`config.mk`:
```
export PLATFORM = sky130hd
export DESIGN_NAME = snn_input_loader
export DESIGN_NICKNAME = d
export VERILOG_FILES = /design/src/rtl/snn_input_loader.sv
export SDC_FILE = /design/constraint.sdc
export NUM_CORES = 1
export LEC_CHECK = 0
export ABC_AREA = 1
export BUFFER_PORTS_ARGS = -buffer_cell sky130_fd_sc_hd__buf_4
export CORE_MARGIN = 10
export CORE_UTILIZATION = 32
export CTS_BUF_LIST = sky130_fd_sc_hd__clkbuf_2 sky130_fd_sc_hd__clkbuf_4 sky130_fd_sc_hd__clkbuf_8
export DETAILED_ROUTE_END_ITERATION = 6
export PLACE_DENSITY = 0.57
export REMOVE_ABC_BUFFERS = 1
export SYNTH_ARGS = -nofsm -noshare
export SYNTH_HDL_FRONTEND = slang
export SYNTH_SLANG_ARGS = --single-unit
export TNS_END_PERCENT = 5
```
`constraint.sdc`:
```
create_clock -name clk -period 5.15 [get_ports clk]
set_clock_uncertainty 0.2 [all_clocks]
set_input_delay 1.03 -clock clk [delete_from_list [all_inputs] [get_ports clk]]
set_output_delay 1.03 -clock clk [all_outputs]
set_load 0.02 [all_outputs]
```
`src/rtl/snn_input_loader.sv`:
```
// snn_input_loader: unpacks a byte-wide image frame into single-bit input RAM writes,
// kicks snn_core, and sends the classified digit as ASCII. Optional: SNN_LOADER_TIMEOUT_EN.
module snn_input_loader #(
    parameter int NUM_BYTES = 98,
    parameter int ADDR_W    = 10,
    parameter int TIMEOUT   = 65535
) (
    input  logic              clk,
    input  logic              rst,
    input  logic              rx_rdy,
    input  logic [7:0]        rx_data,
    output logic              ram_we,
    output logic [ADDR_W-1:0] ram_addr,
    output logic              ram_data,
    output logic              snn_start,
    input  logic              snn_done,
    input  logic [3:0]        snn_digit,
    input  logic              tx_busy,
    output logic              tx_start,
    output logic [7:0]        tx_data,
    output logic              busy,
    output logic              ovr,
    output logic              err
);
    typedef enum logic [2:0] {S_IDLE, S_UNPACK, S_KICK, S_WAIT, S_SEND} state_t;

    state_t            state_q, state_d;
    logic [7:0]        hold_q, hold_d, shift_q, shift_d, res_q, res_d, tx_data_q, tx_data_d;
    logic              hold_v_q, hold_v_d;
    logic [6:0]        byte_q, byte_d;
    logic [2:0]        bit_q, bit_d;
    logic              ram_we_q, ram_we_d, ram_data_q, ram_data_d;
    logic [ADDR_W-1:0] ram_addr_q, ram_addr_d;
    logic              snn_start_q, snn_start_d, tx_start_q, tx_start_d;
    logic              busy_q, busy_d, ovr_q, ovr_d;
    logic              consume, capture;
`ifdef SNN_LOADER_TIMEOUT_EN
    localparam int CNT_W = $clog2(TIMEOUT + 1);
    logic [CNT_W-1:0]  cnt_q, cnt_d;
    logic              err_q, err_d;
`endif

    // The holding slot frees up in the same cycle IDLE consumes it, so a byte
    // arriving right then is still captured.
    assign consume = (state_q == S_IDLE) && hold_v_q;
    assign capture = rx_rdy && (!hold_v_q || consume) && (state_q == S_IDLE || state_q == S_UNPACK);

    always_comb begin
        state_d     = state_q;
        hold_d      = capture ? rx_data : hold_q;
        hold_v_d    = capture ? 1'b1 : (consume ? 1'b0 : hold_v_q);
        ovr_d       = ovr_q || (rx_rdy && !capture);
        shift_d     = shift_q;
        byte_d      = byte_q;
        bit_d       = bit_q;
        res_d       = res_q;
        ram_we_d    = 1'b0;
        ram_addr_d  = ram_addr_q;
        ram_data_d  = ram_data_q;
        snn_start_d = 1'b0;
        tx_start_d  = 1'b0;
        tx_data_d   = tx_data_q;
`ifdef SNN_LOADER_TIMEOUT_EN
        cnt_d       = cnt_q;
        err_d       = err_q;
`endif
        case (state_q)
            S_IDLE: if (hold_v_q) begin
                ram_we_d   = 1'b1;
                ram_addr_d = ADDR_W'({byte_q, 3'd0});
                ram_data_d = hold_q[0];
                shift_d    = hold_q >> 1;
                bit_d      = 3'd1;
                state_d    = S_UNPACK;
            end
            // bit_q wraps to 0 once bit 7 has been issued; that cycle closes the byte.
            S_UNPACK: if (bit_q != 3'd0) begin
                ram_we_d   = 1'b1;
                ram_addr_d = ADDR_W'({byte_q, bit_q});
                ram_data_d = shift_q[0];
                shift_d    = shift_q >> 1;
                bit_d      = bit_q + 3'd1;
            end else if (byte_q == 7'(NUM_BYTES - 1)) begin
                byte_d      = 7'd0;
                snn_start_d = 1'b1;
                state_d     = S_KICK;
            end else begin
                byte_d  = byte_q + 7'd1;
                state_d = S_IDLE;
            end
            S_KICK: begin
`ifdef SNN_LOADER_TIMEOUT_EN
                cnt_d = '0;
`endif
                state_d = S_WAIT;
            end
            S_WAIT: if (snn_done) begin
                res_d   = {4'h3, snn_digit};
                state_d = S_SEND;
`ifdef SNN_LOADER_TIMEOUT_EN
            end else if (cnt_q == CNT_W'(TIMEOUT - 1)) begin
                err_d   = 1'b1;
                res_d   = 8'h3F;
                state_d = S_SEND;
            end else begin
                cnt_d = cnt_q + 1'b1;
`endif
            end
            S_SEND: if (!tx_busy) begin
                tx_start_d = 1'b1;
                tx_data_d  = res_q;
                state_d    = S_IDLE;
            end
            default: state_d = S_IDLE;
        endcase
        busy_d = state_d != S_IDLE;
    end

    always_ff @(posedge clk or posedge rst) begin
        if (rst) begin
            state_q     <= S_IDLE;
            hold_q      <= '0;
            hold_v_q    <= 1'b0;
            shift_q     <= '0;
            byte_q      <= '0;
            bit_q       <= '0;
            res_q       <= '0;
            ram_we_q    <= 1'b0;
            ram_addr_q  <= '0;
            ram_data_q  <= 1'b0;
            snn_start_q <= 1'b0;
            tx_start_q  <= 1'b0;
            tx_data_q   <= '0;
            busy_q      <= 1'b0;
            ovr_q       <= 1'b0;
`ifdef SNN_LOADER_TIMEOUT_EN
            cnt_q       <= '0;
            err_q       <= 1'b0;
`endif
        end else begin
            state_q     <= state_d;
            hold_q      <= hold_d;
            hold_v_q    <= hold_v_d;
            shift_q     <= shift_d;
            byte_q      <= byte_d;
            bit_q       <= bit_d;
            res_q       <= res_d;
            ram_we_q    <= ram_we_d;
            ram_addr_q  <= ram_addr_d;
            ram_data_q  <= ram_data_d;
            snn_start_q <= snn_start_d;
            tx_start_q  <= tx_start_d;
            tx_data_q   <= tx_data_d;
            busy_q      <= busy_d;
            ovr_q       <= ovr_d;
`ifdef SNN_LOADER_TIMEOUT_EN
            cnt_q       <= cnt_d;
            err_q       <= err_d;
`endif
        end
    end

    assign ram_we    = ram_we_q;
    assign ram_addr  = ram_addr_q;
    assign ram_data  = ram_data_q;
    assign snn_start = snn_start_q;
    assign tx_start  = tx_start_q;
    assign tx_data   = tx_data_q;
    assign busy      = busy_q;
    assign ovr       = ovr_q;
`ifdef SNN_LOADER_TIMEOUT_EN
    assign err       = err_q;
`else
    assign err       = 1'b0;
`endif
endmodule

```
After elaboration in Yosys (flattened, before gate mapping)
Index checks and enable logic that the tools add are counted.

storage, ports and cells
  bits in registers = 56
  output and inout port bits = 25

operators by class
  add/sub/neg operators = 2
  equality and inequality tests = 7
  mux-type cells = 29
  bitwise operators = 2
  reductions and logical operators = 18

operator list
  operator                                             count
  two-way mux 10 bit                                   2
  case mux 10 bit (2 select lines)                     1
  two-way mux 3 bit                                    6
  two-way mux 8 bit                                    2
  case mux 8 bit (2 select lines)                      1
  case mux 3 bit (5 select lines)                      1
  two-way mux 1 bit                                    11
  adder 7 x 1 -> 7 bit, second input constant          1
  equality test 7 bit, second input constant           1
  two-way mux 7 bit                                    1
  equality test 3 x 2 -> 1 bit, second input constant  2
  case mux 3 bit (2 select lines)                      1
  AND reduction 2 bit                                  3
  nonzero test 3 bit                                   2
  logical AND 1 bit                                    4
  case mux 1 bit (2 select lines)                      2
  nonzero test 2 bit                                   2
  adder 3 x 1 -> 3 bit, second input constant          1
  equality test 3 x 1 -> 1 bit, second input constant  1
  equality test 3 bit, second input constant           1
  logical NOT 3 bit                                    1
  logical OR 1 bit                                     3
  AND reduction 3 bit                                  1
  logical NOT 1 bit                                    2
  4 further kinds                                      5

Depth between registers and ports, before layout
Gate-level depths: netlist of the first run.

  depth in word-level cells = 8
  gate-level depth with buffers = 9
  depth with buffers taken out = 8

Least setup slack after synthesis of the first run
OpenSTA, ideal clock, no wires.

  path type = in2reg
  from = input port rx_rdy
  to = register ovr_q (netlist: ovr)
  arrival time = 1.618 ns
  path slack = 3.214 ns
  cell stages on the path = 4
  path buffers = 0
  cell sequence = inv_1 nor2_2 nand2_4 a21o_1

on the way
  word-level cells in the longest chain between the ends = 5

ends and longest elaborated chain
  what                             RTL line  text
  start, declared                  10        input logic rx_rdy,
  logical AND 1 bit (2 in series)  46        assign capture = rx_rdy && (!hold_v_q || consume) && (state_q == S_IDLE || state_q == S_UNPACK);
  logical NOT 1 bit                52        ovr_d = ovr_q || (rx_rdy && !capture);
  logical AND 1 bit *              52
  logical OR 1 bit *               52
  named net ovr_d                  35        logic busy_q, busy_d, ovr_q, ovr_d;
  end signal, assigned             155       ovr_q <= ovr_d;
  end, declared                    35

Mark *: on every way through the listed nets, which the timed path passes. The rest lies on a longest branch.
A chain may end at the register's enable or synchronous reset.

Final worst setup path of the first run
  from = register ram_addr_q[2] (netlist: ram_addr[2])
  to = output port ram_addr[2]

RTL lines
  what                    RTL line  text
  start, declared         33        logic [ADDR_W-1:0] ram_addr_q, ram_addr_d;
  start signal, assigned  149       ram_addr_q <= ram_addr_d;
  end, declared           13        output logic [ADDR_W-1:0] ram_addr,

No word-level cell between the ends.

==> results of run 1 <==
cell type report:
cell class              instances  area, um2  area share
flip-flops and latches         55       1380       0.469
multi-input cells             182        903       0.308
repair buffers                 39        293      0.0998
well taps                      99        124      0.0422
inverters                      31        119      0.0405
clock buffers                   6       82.6      0.0282
clock inverters                 2       35.0      0.0119
state kept, by name (all words and copies together) (netlist names):
register   flops
ram_addr      10
hold_q         8
byte_q         7
shift_q        7
res_q          5
tx_data        5
bit_q          3
state_q        3
busy           1
hold_v_q       1
ovr            1
ram_data       1
ram_we         1
snn_start      1
tx_start       1
path summary, 6_finish.rpt:
| check | slack, ns | cells past startpoint | end |
|---|---|---|---|
| min | 0.26 | 2 | res_q[4]$_DFFE_PP0P_ |
| max | 3.04 | 1 | ram_addr[2] |
| min reg2reg | 0.26 | 2 | res_q[4]$_DFFE_PP0P_ |
| min in group asynchronous | 0.70 | 3 | tx_data[0]$_DFFE_PP0P_ |
| max reg2reg | 3.40 | 8 | ram_addr[6]$_DFFE_PP0P_ |
| max in group asynchronous | 3.60 | 3 | hold_q[3]$_DFFE_PP0P_ |
power breakdown:
part / internal, mW / switching [mW]
combinational: 0.193 / 0.375
clock: 0.157 / 0.136
sequential: 0.553 / 0.0802
total: 0.903 / 0.591
synth_stat cells (3+ instances only):
cell type  count
nand2_4        3
a21oi_1        4
o21ai_0       21
nand2_1       84
nor2_1        13
o21ai_2        7
nand4_1        3
ha_1           4
buf_4          4
nand3_1       24
dfrtp_1       55
inv_1         29
o21ai_1        5
buf_6          3
routing by layer:
metal,wire length [um],vias up
li1,-,943
met1,2350,846
met2,2220,38
met3,261,4
met4,44,0
met5,0,-
per-stage QoR:
stage	utilization	total power, mW	std cells	instance area (um2)	hold WS [ns]
2_1_floorplan	-	1.05	268	2400	0.220
3_3_place_gp	0.382	1.21	406	2820	0.236
3_5_place_dp	0.382	1.23	406	2820	0.237
4_1_cts	0.398	1.52	414	2930	0.259
5_1_grt	0.398	1.63	414	2930	0.303
6_report	0.398	1.49	414	2930	0.262
kinds of logic (layout without fill, tap and decap cells):
family / after synthesis / after routing / synth area share
DFF: 55 / 55 / 0.560
other: 1 / 3 / 0.00152
and+or+nand+nor: 135 / 135 / 0.244
adders and majority gates: 4 / 4 / 0.0203
buffers and inverters: 39 / 78 / 0.0763
AOI/OAI and AO/OA: 40 / 40 / 0.0982
==> flow_summary_export.csv, run 1 <==
group,metric,value,unit
run_status,status,"finished, final reports clean",
layout,drive_gt1_frac,0.219,
critical_path,worstPathRequired,3.92,ns
global_routing,grt_overflow,0,
global_routing,grt_use_met3,0.0281,
placed_design,gp_congestion,0.763,
timing,fin_crit_sh,0.409,
synth,synth_top_cell_by_area,"dfrtp_1",
layout,final_common_cell,"nand2_1",
clocking,hold_buffers,0,
synth,async_flop_share,1.00,
critical_path,r2r_start,"bit_q[0]$_DFFE_PP0P_",
critical_path,cp_top_family,"flip-flops",
timing,hold_viol_final,0,
route,drc,0,
synth,synth_cell_types,26,
floorplanning,coreArea,7370,um2
global_routing,grt_pass1_vias,1883,
global_routing,grtUsageMet2,0.147,
global_routing,grt_max_degree,56,
timing,finalSetupTns,0,ns
synth,yosysWarningCount,0,
layout,layout_common_cells,"84 x nand2_1, 55 x dfrtp_1, 39 x buf_4, 28 x inv_1, 24 x nand3_1",
route,drt_iter0_drc,50,
clocking,cts.sinks,55,
placed_design,hpwl,3580,um
timing,fin_ws,3.04,ns
synth,ys.flop_type,"dfrtp_1",
layout,final_nets,335,
global_routing,use_met1,0.106,
route,via_per_inst,4.42,
floorplanning,dieHeight,108,um
route,dr_total_vias,1831,
clocking,clock_latency,0.30,ns
power_and_ir_drop,power_density,510,nW/um2
floorplanning,ioPinCount,42,
floorplanning,rows,31,
timing,timing.fmax,474,MHz
critical_path,worstPathArrival,0.88,ns
clocking,cts.htree.levels,2,
route,drt-pass1-iter-count,4,
synth,synth_area,2460,um2
critical_path,start_kind,"register",
placed_design,portBuffers,38,
timing,relSlewSlack,0.552,
timing,drv_slew,0,
layout,area_growth,19.2,%
critical_path,cpMaxStageDelayCell,"dfrtp_1",
timing,setup_viol,0,
route,finalWirelength,4880,um
floorplanning,die_area,11600,um2
job,max_cap_violations,0,
clocking,clk_pin_slew_worst_paths,0.09,ns
critical_path,worst-path-max-fanout,2,
timing,period_needed,2.11,ns
critical_path,startpoint,"ram_addr[2]$_DFFE_PP0P_",
hold_path,hold_path_class,"register to register",
floorplanning,die_w,108,um
hold_path,hp-start,"res_q[4]$_DFFE_PP0P_",
power_and_ir_drop,p_leak,1.53,nW
clocking,clockBufferDepth,2,
synth,synth.top_cell.area_share,0.560,
timing,rsz0062_at_grt,"false",
layout,diodes,0,
global_routing,gr-usage-all-layers,0.0880,
synth,ys_seq_elements,55,
global_routing,antenna_found_initial,0,
synth,syn_inst,274,
clocking,numCtsBuffers,5,
global_routing,grt_pass1_wl,8500,um
layout,fillers,780,
power_and_ir_drop,irDropWorstVdd,0.196,mV
global_routing,top_usage_layer,"met2",
clocking,cts_setup_buffers,0,
floorplanning,initial_core_util,0.334,
clocking,cts_root_buf,"clkbuf_8",
synth,avgSynthCellArea,8.98,um2
synth,yosysSeqAreaShare,0.560,
placed_design,place_ws,3.01,ns
route,wire_per_inst,11.8,um
synth,synth_edf_count,0,
clocking,cts_tree,"built",
critical_path,cpPeakStageDelay,0.41,ns
critical_path,crit_path_end_kind,"output port",
synth,synth.area.top_cells,"dfrtp_1 56%, nand2_1 13%, nand3_1 4.9%",
critical_path,path_class,"register to output port",
critical_path,crit_buf_inv,1,
timing,tightest_slew,0.673,ns
clocking,cts_resized,0,
route,postRouteAntennaNets,0,
critical_path,crit_path_cell_trace,"buf_4",
Power figures use the tool's default switching activity.
==> inputs of run 2 (changes only) <==
==> constraint.sdc (replaced) <==
create_clock -name clk -period 2.1 [get_ports clk]
set_clock_uncertainty 0.2 [all_clocks]
set_input_delay 0.42 -clock clk [delete_from_list [all_inputs] [get_ports clk]]
set_output_delay 0.42 -clock clk [all_outputs]
set_load 0.02 [all_outputs]
==> run 2 against run 1 <==
Against the previous run: power up 150%; worst setup slack worse by 2.7 ns; clock-buffer cell count unchanged; sequential share of layout area is 0.48 points lower; register-to-register slack got worse by 3.0 ns; clock power grew 140%; flip-flop and latch count is the same; final area is 1.0% higher; global-route usage barely moved; critical endpoint is now ram_addr[2]$_DFFE_PP0P_; largest cell class unchanged; largest power group unchanged.
==> flow_summary_export.csv, run 2 (same netlist as run 1, synthesis figures left out) <==
group,metric,value,unit
run_status,status,"finished, final reports clean",
route,wire_per_inst,11.5,um
global_routing,grt_pass1_vias,1840,
global_routing,antenna_found_initial,0,
timing,finalSetupTns,0,ns
route,dr_total_vias,1834,
timing,fin_hold_ws,0.139,ns
global_routing,grt_pass1_wl,8420,um
critical_path,path_class,"register to register",
timing,setup_viol,0,
layout,drive_gt1_frac,0.221,
power_and_ir_drop,clkPwrFrac,0.195,
floorplanning,rows,31,
global_routing,gr-usage-all-layers,0.0881,
timing,timing.fmax,582,MHz
layout,largest_reg_flops,10,
layout,fillers,763,
hold_path,hold_path_class,"input pin to register",
critical_path,r2r_start,"bit_q[0]$_DFFE_PP0P_",
timing,fin_ws,0.380,ns
power_and_ir_drop,combPwrFrac,0.383,
critical_path,cpMaxStageDelayCell,"dfrtp_1",
floorplanning,initial_core_util,0.334,
clocking,clk_pin_slew_worst_paths,0.09,ns
clocking,cts_setup_buffers,0,
power_and_ir_drop,p_leak,1.54,nW
route,postRouteAntennaNets,0,
clocking,cts_tree,"built",
critical_path,worstPathArrival,1.71,ns
layout,layout_common_cells,"84 x nand2_1, 55 x dfrtp_1, 39 x buf_4, 28 x inv_1, 24 x nand3_1",
placed_design,place_ws,0.384,ns
critical_path,worst-path-max-fanout,23,
timing,drv_slew,0,
hold_path,holdPathEnd,"ovr$_DFF_PP0_",
power_and_ir_drop,irDropWorstVdd,0.586,mV
clocking,cts.htree.levels,2,
clocking,clock_latency,0.30,ns
floorplanning,die_area,11600,um2
critical_path,reg2reg_setup_slack,0.38,ns
layout,final_common_cell,"nand2_1",
floorplanning,die_w,108,um
clocking,cts_root_buf,"clkbuf_8",
critical_path,cp_top_family,"simple AND/OR/NAND/NOR gates",
timing,rsz0062_at_grt,"false",
power_and_ir_drop,netSwitchingFraction,0.394,
timing,period_needed,1.72,ns
power_and_ir_drop,power_density,1240,nW/um2
power_and_ir_drop,seq_power_share,0.423,
layout,final_nets,337,
layout,diodes,0,
placed_design,portBuffers,38,
clocking,numCtsBuffers,5,
job,max_cap_violations,0,
critical_path,crit_buf_inv,2,
route,drc,0,
critical_path,worst-path-stages,8,
critical_path,worstPathRequired,2.09,ns
floorplanning,coreArea,7370,um2
critical_path,start_kind,"register",
power_and_ir_drop,intPower,2.22,mW
clocking,cts.sinks,55,
layout,area_growth,20.4,%
critical_path,crit_path_end_kind,"register",
hold_path,holdPathStages,2,
power_and_ir_drop,p_sw,1.45,mW
critical_path,cpPeakStageDelay,0.38,ns
critical_path,rr_worst_depth,8,
route,finalWirelength,4770,um
floorplanning,ioPinCount,42,
clocking,clockBufferDepth,2,
placed_design,hpwl,3550,um
route,drt_iter0_drc,65,
placed_design,gp_congestion,0.790,
global_routing,grt_max_degree,39,
floorplanning,dieHeight,108,um
timing,hold_viol_final,0,
route,drt-pass1-iter-count,4,
route,via_per_inst,4.41,
global_routing,grt_overflow,0,
critical_path,reg2reg_to,"ram_addr[2]$_DFFE_PP0P_",
critical_path,crit_path_cell_trace,"inv_1 -> ha_1 -> nand2_1 -> nand2_4 -> nand2_4 -> inv_4 -> nand2_1 -> o21ai_0",
hold_path,hp-start,"rx_rdy",
timing,fin_crit_sh,0.819,
## run 2: cell count changes in the layout (fill, tap and decap cells not counted), sizes merged
cell         change
buf              +1
dlygate4sd3      +1
## run 2: layer usage
layer,vias to the layer above,track usage,part of all wire
li1,945,-,-
met2,35,0.139,0.46
met1,849,0.113,0.48
met5,-,0,0
met4,0,0.0143,0.0063
met3,5,0.0347,0.056
## run 2: worst max path at each step
stage                                         end                 start  slack, ns
after floorplan              bit_q[0]$_DFFE_PP0P_                   rst       0.14
after global placement    ram_addr[5]$_DFFE_PP0P_  bit_q[0]$_DFFE_PP0P_       0.42
after detailed placement  ram_addr[2]$_DFFE_PP0P_  bit_q[0]$_DFFE_PP0P_       0.38
after CTS                 ram_addr[2]$_DFFE_PP0P_  bit_q[0]$_DFFE_PP0P_       0.37
after global routing      ram_addr[2]$_DFFE_PP0P_  bit_q[0]$_DFFE_PP0P_       0.23
final                     ram_addr[2]$_DFFE_PP0P_  bit_q[0]$_DFFE_PP0P_       0.38
## run 2: through the flow
stage / instance area, um2 / cells / util / power [mW]
floorplan: 2400 / 268 / - / 2.57
finish: 2960 / 416 / 0.402 / 3.67
CTS: 2960 / 416 / 0.402 / 3.74
global route: 2960 / 416 / 0.402 / 4.01
global placement: 2840 / 407 / 0.385 / 2.98
detailed placement: 2840 / 407 / 0.385 / 3.00
## run 2: cell type report
type                    count  area, um2  share of cell area
well taps                  99        124              0.0418
clock buffers               6       82.6              0.0279
clock inverters             2       35.0              0.0118
multi-input cells         182        903               0.305
flip-flops and latches     55       1380               0.465
repair buffers             41        323               0.109
inverters                  31        119              0.0401
## run 2: timing repair
item,4_1_cts,5_1_grt
setup endpoints to repair,0,0
endpoints found under the hold margin,17,0
gates resized for setup,0,0
hold buffers,1,0
## run 2: power groups by stage
| stage | logic [mW] | clock network (mW) | registers [mW] |
|---|---|---|---|
| finish | 1.41 | 0.714 | 1.55 |
| global route | 1.61 | 0.801 | 1.60 |
| floorplan | 0.941 | 0 | 1.63 |
| CTS | 1.44 | 0.747 | 1.55 |
| global placement | 1.41 | 0 | 1.56 |
| detailed placement | 1.43 | 0 | 1.57 |
==> inputs of run 3 (changes only) <==
==> constraint.sdc (replaced) <==
create_clock -name clk -period 1.7 [get_ports clk]
set_clock_uncertainty 0.2 [all_clocks]
set_input_delay 0.34 -clock clk [delete_from_list [all_inputs] [get_ports clk]]
set_output_delay 0.34 -clock clk [all_outputs]
set_load 0.02 [all_outputs]
==> run 3 against run 2 <==
Against the previous run: global-route usage is 0.10 points lower; utilization up 0.27 points; first-iteration DRC count fell by 7.7%; flip-flop and latch count unchanged; routed wire length increased by 2.6%; maximum frequency rose by 9.1%; via count is 0.98% higher; highest routed layer unchanged.
==> flow_summary_export.csv, run 3 (same netlist as run 1, synthesis figures left out) <==
group,metric,value,unit
run_status,status,"finished, final reports clean",
clocking,cts.htree.levels,2,
route,dr_total_vias,1852,
timing,fin_crit_sh,0.927,
critical_path,path_class,"register to register",
timing,timing.fmax,634,MHz
global_routing,gr-usage-all-layers,0.0871,
floorplanning,rows,31,
timing,period_needed,1.58,ns
floorplanning,dieHeight,108,um
critical_path,cp_top_family,"flip-flops",
route,drt_iter0_drc,60,
clocking,cts_tree,"built",
hold_path,hold_path_class,"input pin to register",
critical_path,crit_path_end_kind,"register",
layout,area_growth,21.3,%
placed_design,hpwl,3650,um
floorplanning,die_area,11600,um2
critical_path,crit_buf_inv,2,
global_routing,grt_overflow,0,
route,drc,0,
route,drt-pass1-iter-count,4,
critical_path,worst-path-max-fanout,20,
layout,largest_reg_flops,10,
hold_path,holdPathStages,2,
clocking,cts_root_buf,"clkbuf_8",
timing,rsz0062_at_grt,"false",
critical_path,r2r_start,"bit_q[1]$_DFFE_PP0P_",
clocking,cts.sinks,55,
timing,setup_viol,0,
clocking,clockBufferDepth,2,
power_and_ir_drop,power_density,1520,nW/um2
hold_path,hp-start,"rx_rdy",
route,postRouteAntennaNets,0,
critical_path,worstPathArrival,1.56,ns
job,max_cap_violations,0,
placed_design,placed_cell_area,2870,um2
timing,hold_viol_final,0,
critical_path,start_kind,"register",
floorplanning,coreArea,7370,um2
layout,drive_gt1_frac,0.243,
hold_path,holdPathEnd,"ovr$_DFF_PP0_",
critical_path,crit_path_cell_trace,"inv_1 -> ha_1 -> nand2_2 -> nand2_4 -> nand2_4 -> buf_12 -> o21ai_0 -> o21ai_0",
global_routing,antenna_found_initial,0,
layout,fin_area,2980,um2
clocking,clk_pin_slew_worst_paths,0.10,ns
floorplanning,ioPinCount,42,
clocking,numCtsBuffers,5,
critical_path,worstPathRequired,1.69,ns
critical_path,cpMaxStageDelayCell,"dfrtp_1",
layout,regArea,1380,um2
route,finalWirelength,4900,um
timing,drv_slew,0,
global_routing,grt_pass1_wl,8260,um
floorplanning,die_w,108,um
layout,final_nets,341,
timing,fin_ws,0.124,ns
power_and_ir_drop,p_total,4.53,mW
power_and_ir_drop,p_leak,1.54,nW
global_routing,grt_pass1_vias,1847,
route,wire_per_inst,11.7,um
critical_path,reg2reg_to,"bit_q[0]$_DFFE_PP0P_",
critical_path,cpPeakStageDelay,0.41,ns
critical_path,reg2reg_setup_slack,0.12,ns
route,via_per_inst,4.41,
global_routing,grt_max_degree,56,
layout,layout_common_cells,"83 x nand2_1, 54 x dfrtp_1, 42 x buf_4, 27 x inv_1, 24 x nand3_1",
layout,multiInputGateArea,908,um2
layout,diodes,0,
clocking,clock_latency,0.31,ns
placed_design,portBuffers,38,
layout,fillers,772,
timing,finalSetupTns,0,ns
critical_path,rr_worst_depth,8,
layout,final_common_cell,"nand2_1",
floorplanning,initial_core_util,0.334,
power_and_ir_drop,irDropWorstVdd,0.666,mV
placed_design,place_ws,0.0507,ns
placed_design,gp_congestion,0.779,
[run 3: cell count changes in the layout (fill, tap and decap cells not counted), sizes merged]
| cell | delta |
|---|---|
| buf | +4 |
| clkinvlp | +2 |
| bufinv | -1 |
| clkbuf | -1 |
[run 3: area by class of cell]
type	instances	area share
flip-flops and latches	55	0.462
multi-input cells	182	0.305
well taps	99	0.0415
clock inverters	3	0.00671
clock buffers	5	0.0231
repair buffers	45	0.122
inverters	31	0.0398
[run 3: routing by layer]
layer / vias to the layer above / routed length [um] / global-route usage
li1: 954 / - / -
met1: 862 / 2350 / 0.104
met2: 31 / 2320 / 0.144
met3: 5 / 185 / 0.0335
met4: 0 / 45 / 0.0200
met5: - / 0 / 0
[run 3: through the flow]
stage,hold WS [ns],instances,utilization
floorplan,0.220,268,-
global placement,0.226,410,0.389
detailed placement,0.228,410,0.389
CTS,0.0314,419,0.403
global route,0.0221,420,0.405
finish,0.0404,420,0.405
[run 3: what timing repair did]
action	in CTS	in global routing
resized for setup	0	4
endpoints found under the setup margin	0	26
hold buffers	1	0
hold endpoints to repair	55	0
setup buffers	0	1
[run 3: report_power, final]
| group | internal (mW) | switching (mW) |
|---|---|---|
| sequential | 1.68 | 0.243 |
| clock | 0.288 | 0.425 |
| combinational | 0.724 | 1.18 |
[run 3: worst max-delay path by stage]
| stage | from | end | slack (ns) | depth (start not counted) |
|---|---|---|---|---|
| 2_1_floorplan | rst | bit_q[0]$_DFFE_PP0P_ | -0.18 | 1 |
| 3_3_place_gp | bit_q[0]$_DFFE_PP0P_ | bit_q[0]$_DFFE_PP0P_ | 0.13 | 8 |
| 3_5_place_dp | bit_q[0]$_DFFE_PP0P_ | bit_q[0]$_DFFE_PP0P_ | 0.05 | 8 |
| 4_1_cts | bit_q[0]$_DFFE_PP0P_ | bit_q[0]$_DFFE_PP0P_ | 0.03 | 8 |
| 5_1_grt | bit_q[1]$_DFFE_PP0P_ | bit_q[0]$_DFFE_PP0P_ | 0.02 | 8 |
| 6_report | bit_q[1]$_DFFE_PP0P_ | bit_q[0]$_DFFE_PP0P_ | 0.12 | 8 |
